[src/rtl/pi_bus_capture_if.sv]
// pi_bus_capture_if: PI cartridge bus pins plus the decoded event/address
// outputs of pi_bus_capture.
//   master : drives the raw PI pins (ad, aleh, alel, read, write) and
//            observes the decoded outputs
//   slave  : pi_bus_capture side, samples the pins and drives the outputs
// Optional: PI_ERR_COUNT_EN adds the 8-bit err_count signal.
interface pi_bus_capture_if #(
  parameter int unsigned INC_W = 13
);
  logic [15:0]      ad;
  logic             aleh;
  logic             alel;
  logic             read;
  logic             write;
  logic [31:0]      bus_addr;
  logic [31:0]      word_addr;
  logic [INC_W-1:0] inc_count;
  logic             addr_valid;
  logic             rd_start;
  logic             rd_end;
  logic             wr_strobe;
  logic [15:0]      wr_data;
  logic             wr_end;
  logic             err_overlap;
`ifdef PI_ERR_COUNT_EN
  logic [7:0]       err_count;
`endif

  modport master (
    output ad, aleh, alel, read, write,
`ifdef PI_ERR_COUNT_EN
    input  err_count,
`endif
    input  bus_addr, word_addr, inc_count, addr_valid, rd_start, rd_end,
           wr_strobe, wr_data, wr_end, err_overlap
  );

  modport slave (
    input  ad, aleh, alel, read, write,
`ifdef PI_ERR_COUNT_EN
    output err_count,
`endif
    output bus_addr, word_addr, inc_count, addr_valid, rd_start, rd_end,
           wr_strobe, wr_data, wr_end, err_overlap
  );
endinterface

[src/rtl/pi_bus_capture.sv]
// pi_bus_capture: N64 PI bus front-end. Synchronises ALE_H/ALE_L//RD//WR,
// delays AD by the same number of stages, assembles the 32-bit bus address,
// tracks the burst word offset and emits single-cycle read/write strobes.
// Ports:
//   clk        system clock
//   cold_reset asynchronous active-high reset
//   bus        pi_bus_capture_if.slave (pins in, decoded outputs out)
// Optional feature macro: PI_ERR_COUNT_EN enables the saturating err_count
// (overlap cycles and aborted address phases).
module pi_bus_capture #(
  parameter int unsigned SYNC_STAGES = 2,
  parameter int unsigned INC_W       = 13
) (
  input  logic            clk,
  input  logic            cold_reset,
  pi_bus_capture_if.slave bus
);

  typedef enum logic [1:0] {IDLE, ADDR_H, ADDR_L, DATA} state_t;

  state_t r_state, w_state_next;

  logic [SYNC_STAGES-1:0] r_aleh_sync, r_alel_sync, r_rd_sync, r_wr_sync;
  logic [15:0]            r_ad_sync [SYNC_STAGES];
  logic                   r_aleh_d, r_alel_d, r_rd_d, r_wr_d;

  logic        w_s_aleh, w_s_alel, w_s_rd, w_s_wr;
  logic [15:0] w_s_ad;
  logic        w_aleh_rise, w_alel_fall, w_rd_fall, w_rd_rise, w_wr_fall, w_wr_rise;
  logic        w_in_data, w_overlap;
  logic        w_hi_load, w_lo_load, w_enter_data, w_abort;
  logic [31:0] w_inc_x2;

  logic [31:0]      r_bus_addr, r_word_addr;
  logic [INC_W-1:0] r_inc_count;
  logic             r_addr_valid;
  logic             r_rd_start, r_rd_end, r_wr_strobe, r_wr_end, r_err_overlap;
  logic [15:0]      r_wr_data;

  assign w_s_aleh = r_aleh_sync[SYNC_STAGES-1];
  assign w_s_alel = r_alel_sync[SYNC_STAGES-1];
  assign w_s_rd   = r_rd_sync[SYNC_STAGES-1];
  assign w_s_wr   = r_wr_sync[SYNC_STAGES-1];
  assign w_s_ad   = r_ad_sync[SYNC_STAGES-1];

  assign w_aleh_rise = w_s_aleh & ~r_aleh_d;
  assign w_alel_fall = ~w_s_alel & r_alel_d;
  assign w_rd_fall   = ~w_s_rd & r_rd_d;
  assign w_rd_rise   = w_s_rd & ~r_rd_d;
  assign w_wr_fall   = ~w_s_wr & r_wr_d;
  assign w_wr_rise   = w_s_wr & ~r_wr_d;

  assign w_in_data = (r_state == DATA);
  assign w_overlap = w_in_data & ~w_s_rd & ~w_s_wr;
  assign w_inc_x2  = 32'({r_inc_count, 1'b0});

  // Strobe sides (/RD, /WR) reset to 1 so a pin held low across reset
  // release looks like a fresh fall, which is ignored outside DATA.
  always_ff @(posedge clk or posedge cold_reset) begin
    if (cold_reset) begin
      r_aleh_sync <= '0;
      r_alel_sync <= '0;
      r_rd_sync   <= '1;
      r_wr_sync   <= '1;
      for (int unsigned i = 0; i < SYNC_STAGES; i++) r_ad_sync[i] <= '0;
      r_aleh_d <= 1'b0;
      r_alel_d <= 1'b0;
      r_rd_d   <= 1'b1;
      r_wr_d   <= 1'b1;
    end else begin
      r_aleh_sync[0] <= bus.aleh;
      r_alel_sync[0] <= bus.alel;
      r_rd_sync[0]   <= bus.read;
      r_wr_sync[0]   <= bus.write;
      r_ad_sync[0]   <= bus.ad;
      for (int unsigned i = 1; i < SYNC_STAGES; i++) begin
        r_aleh_sync[i] <= r_aleh_sync[i-1];
        r_alel_sync[i] <= r_alel_sync[i-1];
        r_rd_sync[i]   <= r_rd_sync[i-1];
        r_wr_sync[i]   <= r_wr_sync[i-1];
        r_ad_sync[i]   <= r_ad_sync[i-1];
      end
      r_aleh_d <= w_s_aleh;
      r_alel_d <= w_s_alel;
      r_rd_d   <= w_s_rd;
      r_wr_d   <= w_s_wr;
    end
  end

  always_ff @(posedge clk or posedge cold_reset) begin
    if (cold_reset) r_state <= IDLE;
    else            r_state <= w_state_next;
  end

  always_comb begin
    w_state_next = r_state;
    w_hi_load    = 1'b0;
    w_lo_load    = 1'b0;
    w_enter_data = 1'b0;
    w_abort      = 1'b0;
    unique case (r_state)
      IDLE: begin
        if (w_s_aleh && w_s_alel) w_state_next = ADDR_H;
      end
      ADDR_H: begin
        if (w_s_aleh && w_s_alel) begin
          w_hi_load = 1'b1;
        end else if (w_s_alel) begin
          w_state_next = ADDR_L;
        end else if (!w_s_aleh) begin
          w_state_next = IDLE;
          w_abort      = 1'b1;
        end
      end
      ADDR_L: begin
        if (w_aleh_rise) begin
          w_state_next = ADDR_H;
        end else if (w_alel_fall) begin
          w_state_next = DATA;
          w_enter_data = 1'b1;
        end else if (w_s_alel && !w_s_aleh) begin
          w_lo_load = 1'b1;
        end
      end
      DATA: begin
        if (w_aleh_rise) w_state_next = ADDR_H;
      end
      default: w_state_next = IDLE;
    endcase
  end

  always_ff @(posedge clk or posedge cold_reset) begin
    if (cold_reset) begin
      r_bus_addr    <= '0;
      r_word_addr   <= '0;
      r_inc_count   <= '0;
      r_addr_valid  <= 1'b0;
      r_rd_start    <= 1'b0;
      r_rd_end      <= 1'b0;
      r_wr_strobe   <= 1'b0;
      r_wr_end      <= 1'b0;
      r_err_overlap <= 1'b0;
      r_wr_data     <= '0;
    end else begin
      if (w_hi_load) r_bus_addr[31:16] <= w_s_ad;
      if (w_lo_load) r_bus_addr[15:0]  <= w_s_ad;

      if (w_aleh_rise)       r_addr_valid <= 1'b0;
      else if (w_enter_data) r_addr_valid <= 1'b1;

      // A rise of both strobes in one cycle still counts as one word.
      if (w_aleh_rise || w_enter_data)
        r_inc_count <= '0;
      else if (w_in_data && (w_rd_rise || w_wr_rise))
        r_inc_count <= r_inc_count + INC_W'(1);

      r_word_addr   <= r_bus_addr + w_inc_x2;
      r_rd_start    <= w_in_data & w_rd_fall;
      r_rd_end      <= w_in_data & w_rd_rise;
      r_wr_strobe   <= w_in_data & w_wr_fall;
      r_wr_end      <= w_in_data & w_wr_rise;
      r_err_overlap <= w_overlap;
      if (w_in_data && w_wr_fall) r_wr_data <= w_s_ad;
    end
  end

`ifdef PI_ERR_COUNT_EN
  logic [7:0] r_err_count;

  always_ff @(posedge clk or posedge cold_reset) begin
    if (cold_reset)
      r_err_count <= '0;
    else if ((w_overlap || w_abort) && (r_err_count != 8'hFF))
      r_err_count <= r_err_count + 8'd1;
  end

  assign bus.err_count = r_err_count;
`endif

  assign bus.bus_addr    = r_bus_addr;
  assign bus.word_addr   = r_word_addr;
  assign bus.inc_count   = r_inc_count;
  assign bus.addr_valid  = r_addr_valid;
  assign bus.rd_start    = r_rd_start;
  assign bus.rd_end      = r_rd_end;
  assign bus.wr_strobe   = r_wr_strobe;
  assign bus.wr_data     = r_wr_data;
  assign bus.wr_end      = r_wr_end;
  assign bus.err_overlap = r_err_overlap;

endmodule

[src/flat_wrapper.sv]
// flat-port wrapper written by rule: the top's interface ports become plain ports
module pi_bus_capture_flat 
#(
  parameter int unsigned SYNC_STAGES = 2,
  parameter int unsigned INC_W       = 13
)
  (clk, cold_reset, bus_ad, bus_aleh, bus_alel, bus_read, bus_write, bus_bus_addr, bus_word_addr, bus_inc_count, bus_addr_valid, bus_rd_start, bus_rd_end, bus_wr_strobe, bus_wr_data, bus_wr_end, bus_err_overlap);
  pi_bus_capture_if #(.INC_W(INC_W)) bus_i ();
  input  logic clk;
  input  logic cold_reset;
  input wire logic [$bits(bus_i.ad)-1:0] bus_ad;
  input wire logic [$bits(bus_i.aleh)-1:0] bus_aleh;
  input wire logic [$bits(bus_i.alel)-1:0] bus_alel;
  input wire logic [$bits(bus_i.read)-1:0] bus_read;
  input wire logic [$bits(bus_i.write)-1:0] bus_write;
  output wire logic [$bits(bus_i.bus_addr)-1:0] bus_bus_addr;
  output wire logic [$bits(bus_i.word_addr)-1:0] bus_word_addr;
  output wire logic [$bits(bus_i.inc_count)-1:0] bus_inc_count;
  output wire logic [$bits(bus_i.addr_valid)-1:0] bus_addr_valid;
  output wire logic [$bits(bus_i.rd_start)-1:0] bus_rd_start;
  output wire logic [$bits(bus_i.rd_end)-1:0] bus_rd_end;
  output wire logic [$bits(bus_i.wr_strobe)-1:0] bus_wr_strobe;
  output wire logic [$bits(bus_i.wr_data)-1:0] bus_wr_data;
  output wire logic [$bits(bus_i.wr_end)-1:0] bus_wr_end;
  output wire logic [$bits(bus_i.err_overlap)-1:0] bus_err_overlap;
  assign bus_i.ad = bus_ad;
  assign bus_i.aleh = bus_aleh;
  assign bus_i.alel = bus_alel;
  assign bus_i.read = bus_read;
  assign bus_i.write = bus_write;
  assign bus_bus_addr = bus_i.bus_addr;
  assign bus_word_addr = bus_i.word_addr;
  assign bus_inc_count = bus_i.inc_count;
  assign bus_addr_valid = bus_i.addr_valid;
  assign bus_rd_start = bus_i.rd_start;
  assign bus_rd_end = bus_i.rd_end;
  assign bus_wr_strobe = bus_i.wr_strobe;
  assign bus_wr_data = bus_i.wr_data;
  assign bus_wr_end = bus_i.wr_end;
  assign bus_err_overlap = bus_i.err_overlap;
  pi_bus_capture #(.SYNC_STAGES(SYNC_STAGES), .INC_W(INC_W)) u_core (.clk(clk), .cold_reset(cold_reset), .bus(bus_i));
endmodule
[config.mk]
export PLATFORM = sky130hd
export DESIGN_NAME = pi_bus_capture_flat
export DESIGN_NICKNAME = d
export VERILOG_FILES = /design/src/rtl/pi_bus_capture_if.sv /design/src/rtl/pi_bus_capture.sv /design/src/flat_wrapper.sv
export SDC_FILE = /design/constraint.sdc
export NUM_CORES = 1
export LEC_CHECK = 0
export CORE_MARGIN = 2
export CORE_UTILIZATION = 31
export DETAILED_ROUTE_END_ITERATION = 16
export HOLD_SLACK_MARGIN = 0.1
export MAX_ROUTING_LAYER = met4
export PLACE_DENSITY_LB_ADDON = 0.08
export SETUP_SLACK_MARGIN = 0.15
export SLEW_MARGIN = 20
export SYNTH_ARGS = -nofsm -noshare
export SYNTH_HDL_FRONTEND = slang
export SYNTH_SLANG_ARGS = --single-unit
export TNS_END_PERCENT = 1
[constraint.sdc]
create_clock -name clk -period 5.5 [get_ports clk]
set_input_delay 1.1 -clock clk [delete_from_list [all_inputs] [get_ports clk]]
set_output_delay 1.1 -clock clk [all_outputs]
set_load 0.03 [all_outputs]
==> flow_summary_export.csv, run 1 <==
group,metric,value,unit
outcome,run_status,"finished, final reports clean",
layout,final_common_cell,"dfrtp_1",
global_route,met3_usage_grt,0.04233,
clocking,tritoncts,"done",
logic_synthesis,ys_seq_area_frac,0.6364,
setup_path,path_class,"flop to output pin",
timing,timing.slew.headroom,0.3419,
pwr,power_per_cell_area,585.6,nW/um^2
logic_synthesis,yosys.cell_types.count,50,
global_route,maximum_number_of_pins_on_one_net_before_global_route_repair,116,
timing,timing.final.hold_violations,0,
worst_hold_path,timing.hold.worst.start,"u_core.r_ad_sync[23]",
timing,final_min_period_over_clock_period,0.4996,
global_route,globalRouteOverflowTotal,0,
setup_path,cp.required,4.40,ns
logic_synthesis,synth-edff-count,0,
logic_synthesis,post_synth.cell_area_avg,12.70,um^2
timing,setup-tns-final,0,ns
floorplan,std_cell_rows,49,
setup_path,critical_path.reg2reg.startpoint,"u_core.bus.inc_count[0]",
detailed_routing,remaining_drc_errors,0,
setup_path,rr_endpoint,"u_core.bus.word_addr[21]",
timing,final_max_slew_viol_count,0,
worst_hold_path,worst_hold_path.endpoint,"u_core.w_s_ad[7]",
global_route,global_route.usage.met2,0.2357,
detailed_routing,route.antenna.remaining_nets,0,
setup_path,kind_of_capture_point_of_the_worst_setup_path,"output pin",
pwr,maximum_resistive_drop_on_vdd,0.3082,mV
clocking,cts-resized-gates,0,
setup_path,register_to_register_path_depth,8,
timing,timing.final.crit_period,2.748,ns
setup_path,critical_path.n_buffers_inverters,1,
setup_path,cp_data_arrival_time,1.65,ns
logic_synthesis,postSynthCellCount,450,
clocking,h-tree-depth,4,
timing,achievable-frequency,0.3639,GHz
global_route,grt_util_all_layers,0.1561,
clocking,cts_num_sinks,145,
setup_path,path_cells,"clkdlybuf4s50_1",
run,maxcap_violations,0,
clocking,tritoncts.num_buffers,17,
timing,timing_worst_slew_pin_value,0.9841,ns
layout,ratio_of_cells_with_drive_above_1_in_the_final_layout,0.1407,
clocking,clk_pin_slew,0.06,ns
logic_synthesis,synth-warning-count,0,
global_route,vias_in_the_first_global_route,3956,
clocking,clock_tree.root_cell,"clkbuf_16",
worst_hold_path,hold_class,"flop to flop",
placement,gp_congestion,0.7326,
floorplan,die_h,139.8,um
floorplan,dieWidth,139.8,um
timing,clock-skew-final,0.007757,ns
logic_synthesis,synth_area,5713,um^2
floorplan,initial_core_utilization,0.3170,
setup_path,crit_path_max_fanout,7,
floorplan,fp.coreArea,18020,um^2
layout,number_of_diodes,0,
placement,dp_worst_setup_slack,2.645,ns
setup_path,critical-path-max-stage-delay,0.72,ns
detailed_routing,route.detailed.vias_per_inst,4.598,
detailed_routing,drtPass1Iterations,4,
logic_synthesis,ys_ff_latch,145,
logic_synthesis,synthFlopType,"dfrtp_1",
setup_path,crit_slowest_cell,"clkdlybuf4s50_1",
global_route,grt_antenna_before_repair,0,
global_route,grt_pass1_wl,22510,um
setup_path,startpoint_type,"flop",
detailed_routing,drt_iter0_drc,184,
timing,final.setup.worst_slack,2.752,ns
pwr,leakagePower,3.514,nW
floorplan,num_io_pins,121,
setup_path,cpLargestDelayFamily,"buffers and inverters",
layout,final_core_utilization,0.4354,
clocking,clock_tree.buffer_depth,2,
clocking,hold_buffers,0,
logic_synthesis,mappedNetlistNets,492,
worst_hold_path,hold-path-cell-count,0,
global_route,use_met1,0.2004,
detailed_routing,drt_wl_total,13890,um
timing,unrepaired_setup_endpoints_after_global_routing,"false",
clocking,clock_latency,0.43,ns
setup_path,worst-r2r-setup-slack,2.91,ns
placement,post-dp-hpwl,9905,um
detailed_routing,wl_per_cell,16.82,um
layout,layout_common_cells,"139 x dfrtp_1, 120 x clkdlybuf4s50_1, 66 x nand2_1",
placement,port_buffers,120,
layout,nets,626,
timing,setup_viol_count_final,0,
logic_synthesis,ys_async_sr_fraction,1.000,
detailed_routing,routed-via-count,3798,
floorplan,fp.dieArea,19530,um^2
clocking,postCtsSetupBuffers,0,
global_route,global_route.peak_usage_layer,"met2",
timing,holdWs,0.3475,ns
layout,area_delta_synth_final,37.39,%
[area by class of cell]
class,instances,area [um^2]
multi-input combinational,289,2016
clock inverter,15,231.5
tap,229,286.5
sequential,145,3636
inverter,10,45.04
fill,1709,10180
clock buffer,17,425.4
timing repair buffer,121,1209
[cell families after synthesis]
kind of cell / count (synthesis) / synth area share
buffers and inverters: 16 / 0.01073
multiplexers: 34 / 0.06658
XOR/XNOR: 40 / 0.06132
AO/OA/AOI/OAI: 42 / 0.05541
flip-flops: 145 / 0.6364
adder cells (fa/ha/maj): 20 / 0.04512
AND/OR/NAND/NOR: 153 / 0.1244
[registers in the layout, indices dropped and copies added, names as in the netlist, 2 cells and up]
| signal | cells |
|---|---|
| u_core.r_wr_sync | 2 |
| u_core.bus.inc_count | 13 |
| u_core.bus.wr_data | 16 |
| u_core.r_aleh_sync | 2 |
| u_core.r_alel_sync | 2 |
| u_core.bus.word_addr | 32 |
| u_core.bus.bus_addr | 32 |
| u_core.r_ad_sync | 16 |
| u_core.w_s_ad | 16 |
| u_core.r_rd_sync | 2 |
| u_core.r_state | 2 |
[through the flow]
stage | std cells | power [mW] | cell area [um^2]
after floorplan | 450 | 2.568 | 5713
after global placement | 794 | 3.344 | 7189
after detailed placement | 794 | 3.363 | 7189
after CTS | 826 | 4.660 | 7846
after global routing | 826 | 4.825 | 7849
final | 826 | 4.597 | 7849
[where the power goes]
part	internal, mW	switching [mW]
logic	0.723	0.947
clock network	0.810	0.470
registers	1.38	0.271
total	2.91	1.69
[synth_stat cells (all sizes together), types with 3 or more instances]
| cell type | n | area share |
|---|---|---|
| xor2 | 21 | 0.032 |
| ha | 19 | 0.042 |
| xnor2 | 19 | 0.029 |
| a21oi | 16 | 0.015 |
| nand3b | 3 | 0.0039 |
| inv | 9 | 0.0059 |
| nor2b | 4 | 0.0044 |
| nand2b | 5 | 0.0055 |
| mux2 | 32 | 0.063 |
| and3 | 5 | 0.0055 |
| clkbuf | 5 | 0.0033 |
| o2111ai | 3 | 0.0046 |
| nand3 | 17 | 0.015 |
| dfstp | 6 | 0.028 |
| and2 | 6 | 0.0066 |
| o21ai | 9 | 0.011 |
| nand4 | 5 | 0.0055 |
| nand2 | 67 | 0.044 |
| dfrtp | 139 | 0.61 |
| nor2 | 31 | 0.022 |
| nor3 | 4 | 0.0035 |
[how the worst max path moves through the flow]
| stage | end | cells after the start | slack (ns) | from |
|---|---|---|---|---|
| 2_1_floorplan | u_core.bus.addr_valid | 1 | 0.52 | cold_reset |
| 3_3_place_gp | u_core.bus.bus_addr[22] | 3 | 2.66 | cold_reset |
| 3_5_place_dp | u_core.bus.wr_data[7] | 3 | 2.64 | cold_reset |
| 4_1_cts | bus_inc_count[1] | 1 | 2.73 | u_core.bus.inc_count[1] |
| 5_1_grt | u_core.bus.wr_data[14] | 5 | 2.58 | u_core.r_state[0] |
| 6_report | bus_inc_count[3] | 1 | 2.75 | u_core.bus.inc_count[3] |
[per-layer routing]
layer	vias to the layer above	wire [um]
li1	1793	-
met4	0	240
met1	1883	6374
met5	-	0
met2	101	6605
met3	21	673
Power figures use the tool's default switching activity.
==> inputs of run 2 (changes only) <==
- clock period: 5.5 -> 2.2 ns (I/O delays scaled with it)
==> flow_summary_export.csv, run 2 (synthesis results as in run 1) <==
group,metric,value,unit
placement,gp_congestion,0.8081,
layout,ratio_of_cells_with_drive_above_1_in_the_final_layout,0.2025,
setup_path,crit_slowest_cell,"dfrtp_1",
run,maxcap_violations,0,
timing,setup_viol_count_final,0,
clocking,tritoncts,"done",
clocking,clock_latency,0.42,ns
setup_path,cp_data_arrival_time,2.52,ns
layout,fin_cells,866,
setup_path,critical-path-max-stage-delay,0.38,ns
layout,number_of_diodes,0,
layout,nets,666,
pwr,design_power_total,11.58,mW
detailed_routing,routed-via-count,3911,
global_route,globalRouteOverflowTotal,0,
global_route,maximum_number_of_pins_on_one_net_before_global_route_repair,74,
placement,detailed_place.area,7513,um^2
detailed_routing,drt_wl_total,14380,um
outcome,run_status,"finished, final reports clean",
layout,layout_common_cells,"139 x dfrtp_1, 92 x clkdlybuf4s50_1, 66 x nand2_1",
floorplan,fp.dieArea,19530,um^2
layout,final_common_cell,"dfrtp_1",
setup_path,crit_path_max_fanout,5,
clocking,h-tree-depth,4,
worst_hold_path,hold_class,"flop to flop",
floorplan,die_h,139.8,um
detailed_routing,route.antenna.remaining_nets,0,
clocking,clock_tree.root_cell,"clkbuf_16",
floorplan,num_io_pins,121,
detailed_routing,wl_per_cell,16.60,um
floorplan,dieWidth,139.8,um
detailed_routing,drtPass1Iterations,4,
pwr,power_per_cell_area,1412,nW/um^2
setup_path,startpoint_type,"flop",
global_route,grt_pass1_wl,22670,um
timing,final_min_period_over_clock_period,0.9941,
setup_path,cp.required,2.54,ns
floorplan,std_cell_rows,49,
pwr,maximum_resistive_drop_on_vdd,0.7164,mV
clocking,clock_tree.buffer_depth,2,
setup_path,path_class,"flop to flop",
timing,unrepaired_setup_endpoints_after_global_routing,"true",
placement,post-dp-hpwl,10270,um
pwr,leakagePower,3.951,nW
detailed_routing,remaining_drc_errors,0,
setup_path,critical_path.n_buffers_inverters,1,
timing,achievable-frequency,0.4573,GHz
setup_path,path_cells,"ha_2 > fa_2 > a211oi_2 > o21bai_2 > a221oi_4 > buf_6 > nand2_2 > o2111ai_2 > xnor2_1",
clocking,hold_buffers,0,
clocking,postCtsSetupBuffers,0,
layout,final_core_utilization,0.4547,
placement,port_buffers,120,
clocking,tritoncts.num_buffers,17,
layout,sequential_area,3636,um^2
setup_path,kind_of_capture_point_of_the_worst_setup_path,"flop",
detailed_routing,route.detailed.vias_per_inst,4.516,
timing,timing.slew.headroom,0.6478,
layout,stdcell_area,8197,um^2
timing,clock-skew-final,0.007825,ns
timing,timing_worst_slew_pin_value,0.5270,ns
floorplan,fp.coreArea,18020,um^2
layout,multi_input_comb_area,2036,um^2
timing,timing.final.hold_violations,0,
placement,dpl.cell_count,834,
timing,final_max_slew_viol_count,0,
detailed_routing,drt_iter0_drc,178,
global_route,vias_in_the_first_global_route,4008,
layout,area_delta_synth_final,43.47,%
global_route,grt_util_all_layers,0.1577,
layout,nFillCells,1678,
clocking,cts_num_sinks,145,
floorplan,initial_core_utilization,0.3170,
timing,timing.final.crit_period,2.187,ns
global_route,grt_antenna_before_repair,0,
clocking,clk_pin_slew,0.06,ns
setup_path,cpLargestDelayFamily,"compound AO/OA/AOI/OAI gates",
## run 2: cell types whose count changed in the layout (fill, tap and decap cells not counted), sizes merged
cell / previous run / this run
dlygate4sd2: 0 / 16
inv: 12 / 10
buf: 1 / 41
clkbuf: 17 / 20
bufinv: 5 / 4
dlymetal6s2s: 0 / 12
clkdlybuf4s50: 120 / 92
## run 2: per-stage QoR
| stage | hold slack [ns] | setup WS [ns] | setup TNS, ns |
|---|---|---|---|
| after floorplan | 0.3312 | -0.2071 | -9.102 |
| final | 0.3461 | 0.01308 | 0 |
| after global routing | 0.3538 | -0.1180 | -1.015 |
| after CTS | 0.3475 | 0.01898 | 0 |
| after detailed placement | 0.3347 | -0.1091 | -0.5174 |
| after global placement | 0.3321 | -0.07853 | -0.2649 |
## run 2: cell type report
| class | count | area share |
|---|---|---|
| sequential | 145 | 0.4436 |
| timing repair buffer | 161 | 0.1893 |
| tap | 229 | 0.03496 |
| clock inverter | 12 | 0.02183 |
| multi-input combinational | 289 | 0.2484 |
| inverter | 10 | 0.005037 |
| clock buffer | 20 | 0.05694 |
## run 2: what timing repair did
action                     in CTS  in global routing
pin swaps                       9                  4
setup endpoints to repair      38                 34
gates resized for setup        23                 13
## run 2: worst paths after layout
path | from | endpoint | slack, ns | cells past startpoint
hold reg to reg | u_core.r_ad_sync[26] | u_core.w_s_ad[10] | 0.35 | 0
setup / recovery | u_core.bus.inc_count[0] | u_core.bus.word_addr[29] | 0.01 | 9
setup reg to reg | u_core.bus.inc_count[0] | u_core.bus.word_addr[29] | 0.01 | 9
hold / removal | u_core.r_ad_sync[26] | u_core.w_s_ad[10] | 0.35 | 0
max in group asynchronous | cold_reset | u_core.r_rd_d | 1.33 | 3
min in group asynchronous | cold_reset | u_core.w_s_ad[3] | 0.50 | 3
## run 2: layer usage
layer | GRT usage | up-vias | part of all wire
met1 | 0.1976 | 1935 | 0.45
li1 | - | 1873 | -
met3 | 0.04611 | 13 | 0.042
met4 | 0.04316 | 0 | 0.013
met5 | - | - | 0
met2 | 0.2506 | 90 | 0.50
## run 2: report_power, final
part / switching, mW / internal, mW / leakage [nW]
clock network: 1.12 / 1.99 / 0.309
registers: 0.589 / 3.44 / 1.80
logic: 2.51 / 1.93 / 1.84
==> inputs of run 3 (changes only) <==
- TNS_END_PERCENT: 1 -> 10
==> flow_summary_export.csv, run 3 (synthesis results as in run 1) <==
group,metric,value,unit
outcome,run_status,"finished, final reports clean",
timing,clock-skew-final,0.007925,ns
layout,layout_common_cells,"139 x dfrtp_1, 92 x clkdlybuf4s50_1, 66 x nand2_1",
clocking,cts_num_sinks,145,
floorplan,dieWidth,139.8,um
detailed_routing,drtPass1Iterations,4,
layout,final_common_cell,"dfrtp_1",
timing,timing_worst_slew_pin_value,0.5273,ns
setup_path,crit_path_max_fanout,5,
setup_path,cp.required,2.54,ns
global_route,maximum_number_of_pins_on_one_net_before_global_route_repair,74,
detailed_routing,remaining_drc_errors,0,
layout,area_delta_synth_final,45.49,%
floorplan,fp.dieArea,19530,um^2
detailed_routing,wl_per_cell,16.55,um
placement,dp_worst_setup_slack,-0.1091,ns
global_route,grt_pass1_wl,22640,um
layout,fin_cells,870,
timing,timing.final.hold_violations,0,
worst_hold_path,hold_class,"flop to flop",
layout,nFillCells,1663,
timing,timing.final.crit_period,2.188,ns
setup_path,crit_end,"u_core.bus.word_addr[21]",
pwr,leakagePower,4.176,nW
clocking,clock_tree.buffer_depth,2,
layout,stdcell_area,8312,um^2
detailed_routing,route.detailed.vias_per_inst,4.531,
floorplan,initial_core_utilization,0.3170,
global_route,vias_in_the_first_global_route,4024,
clocking,h-tree-depth,4,
layout,sequential_area,3636,um^2
timing,final_max_slew_viol_count,0,
setup_path,worstSetupStartpoint,"u_core.bus.inc_count[0]",
placement,post-dp-hpwl,10270,um
global_route,grt_antenna_before_repair,0,
worst_hold_path,hold-path-cell-count,0,
setup_path,startpoint_type,"flop",
setup_path,cp_data_arrival_time,2.53,ns
layout,nets,670,
layout,final_core_utilization,0.4611,
setup_path,worst-r2r-setup-slack,0.01,ns
setup_path,kind_of_capture_point_of_the_worst_setup_path,"flop",
layout,multi_input_comb_area,2048,um^2
global_route,grt_util_all_layers,0.1572,
timing,unrepaired_setup_endpoints_after_global_routing,"true",
clocking,clock_latency,0.42,ns
timing,setup-tns-final,0,ns
setup_path,rr_endpoint,"u_core.bus.word_addr[21]",
detailed_routing,routed-via-count,3942,
clocking,tritoncts,"done",
timing,final.setup.worst_slack,0.01196,ns
layout,ratio_of_cells_with_drive_above_1_in_the_final_layout,0.2090,
placement,port_buffers,120,
floorplan,fp.coreArea,18020,um^2
timing,setup_viol_count_final,0,
setup_path,path_class,"flop to flop",
detailed_routing,drt_iter0_drc,196,
floorplan,num_io_pins,121,
timing,timing.slew.headroom,0.6476,
clocking,clk_pin_slew,0.06,ns
timing,holdWs,0.3461,ns
placement,dpl.cell_count,834,
detailed_routing,drt_wl_total,14400,um
layout,number_of_diodes,0,
clocking,clock_tree.root_cell,"clkbuf_16",
floorplan,die_h,139.8,um
pwr,maximum_resistive_drop_on_vdd,0.7164,mV
placement,detailed_place.area,7513,um^2
floorplan,std_cell_rows,49,
timing,achievable-frequency,0.4570,GHz
run,maxcap_violations,0,
pwr,power_per_cell_area,1400,nW/um^2
setup_path,critical_path.reg2reg.startpoint,"u_core.bus.inc_count[0]",
global_route,globalRouteOverflowTotal,0,
clocking,tritoncts.num_buffers,17,
setup_path,register_to_register_path_depth,9,
timing,final_min_period_over_clock_period,0.9946,
detailed_routing,route.antenna.remaining_nets,0,
pwr,design_power_total,11.63,mW
placement,gp_congestion,0.8081,
==> run 3: cell count changes in the layout (fill, tap and decap cells not counted), sizes merged <==
cell / delta
dlygate4sd2: -16
dlymetal6s2s: +16
buf: +4
==> run 3: layout make-up <==
class	instances	share of cell area
Clock buffer	20	0.05615
Multi-Input combinational cell	289	0.2464
Timing Repair Buffer	165	0.1990
Inverter	10	0.004968
Sequential cell	145	0.4375
Tap cell	229	0.03447
Clock inverter	12	0.02153
==> run 3: routing by layer <==
metal | global-route usage | wire length [um] | vias up
li1 | - | - | 1887
met1 | 0.1969 | 6394 | 1952
met2 | 0.2498 | 7240 | 90
met3 | 0.04611 | 582 | 13
met4 | 0.04316 | 184 | 0
met5 | - | 0 | -
==> run 3: timing repair <==
action / in CTS / in global routing
setup endpoints to repair: 38 / 51
hold buffers: 0 / 0
buffers inserted: 3 / 1
pin swaps: 2 / 6
cloned: 0 / 0
resized for setup: 6 / 31
==> run 3: how the worst min path moves through the flow <==
stage                                      from                    end  slack (ns)
after global placement    u_core.r_aleh_sync[0]  u_core.r_aleh_sync[1]        0.33
after CTS                  u_core.r_ad_sync[24]       u_core.w_s_ad[8]        0.35
after detailed placement   u_core.r_ad_sync[24]       u_core.w_s_ad[8]        0.33
after global routing       u_core.r_ad_sync[18]       u_core.w_s_ad[2]        0.35
final                      u_core.r_ad_sync[26]      u_core.w_s_ad[10]        0.35
after floorplan           u_core.r_aleh_sync[0]  u_core.r_aleh_sync[1]        0.33
==> run 3: power breakdown <==
group          leakage [nW]  switching, mW  internal, mW
logic                  2.07           2.51          1.98
registers              1.80          0.593          3.44
clock network         0.309           1.12          1.99
total                  4.18           4.22          7.41
==> run 3: critical path, stage by stage (launching register included) <==
cell and delay [ns]:
dfrtp_1 0.38, ha_2 0.20, fa_2 0.36, a211oi_2 0.25, o21bai_2 0.12, a221oi_4 0.24
buf_6 0.16, nand2_4 0.06, o2111ai_2 0.21, xnor2_1 0.14
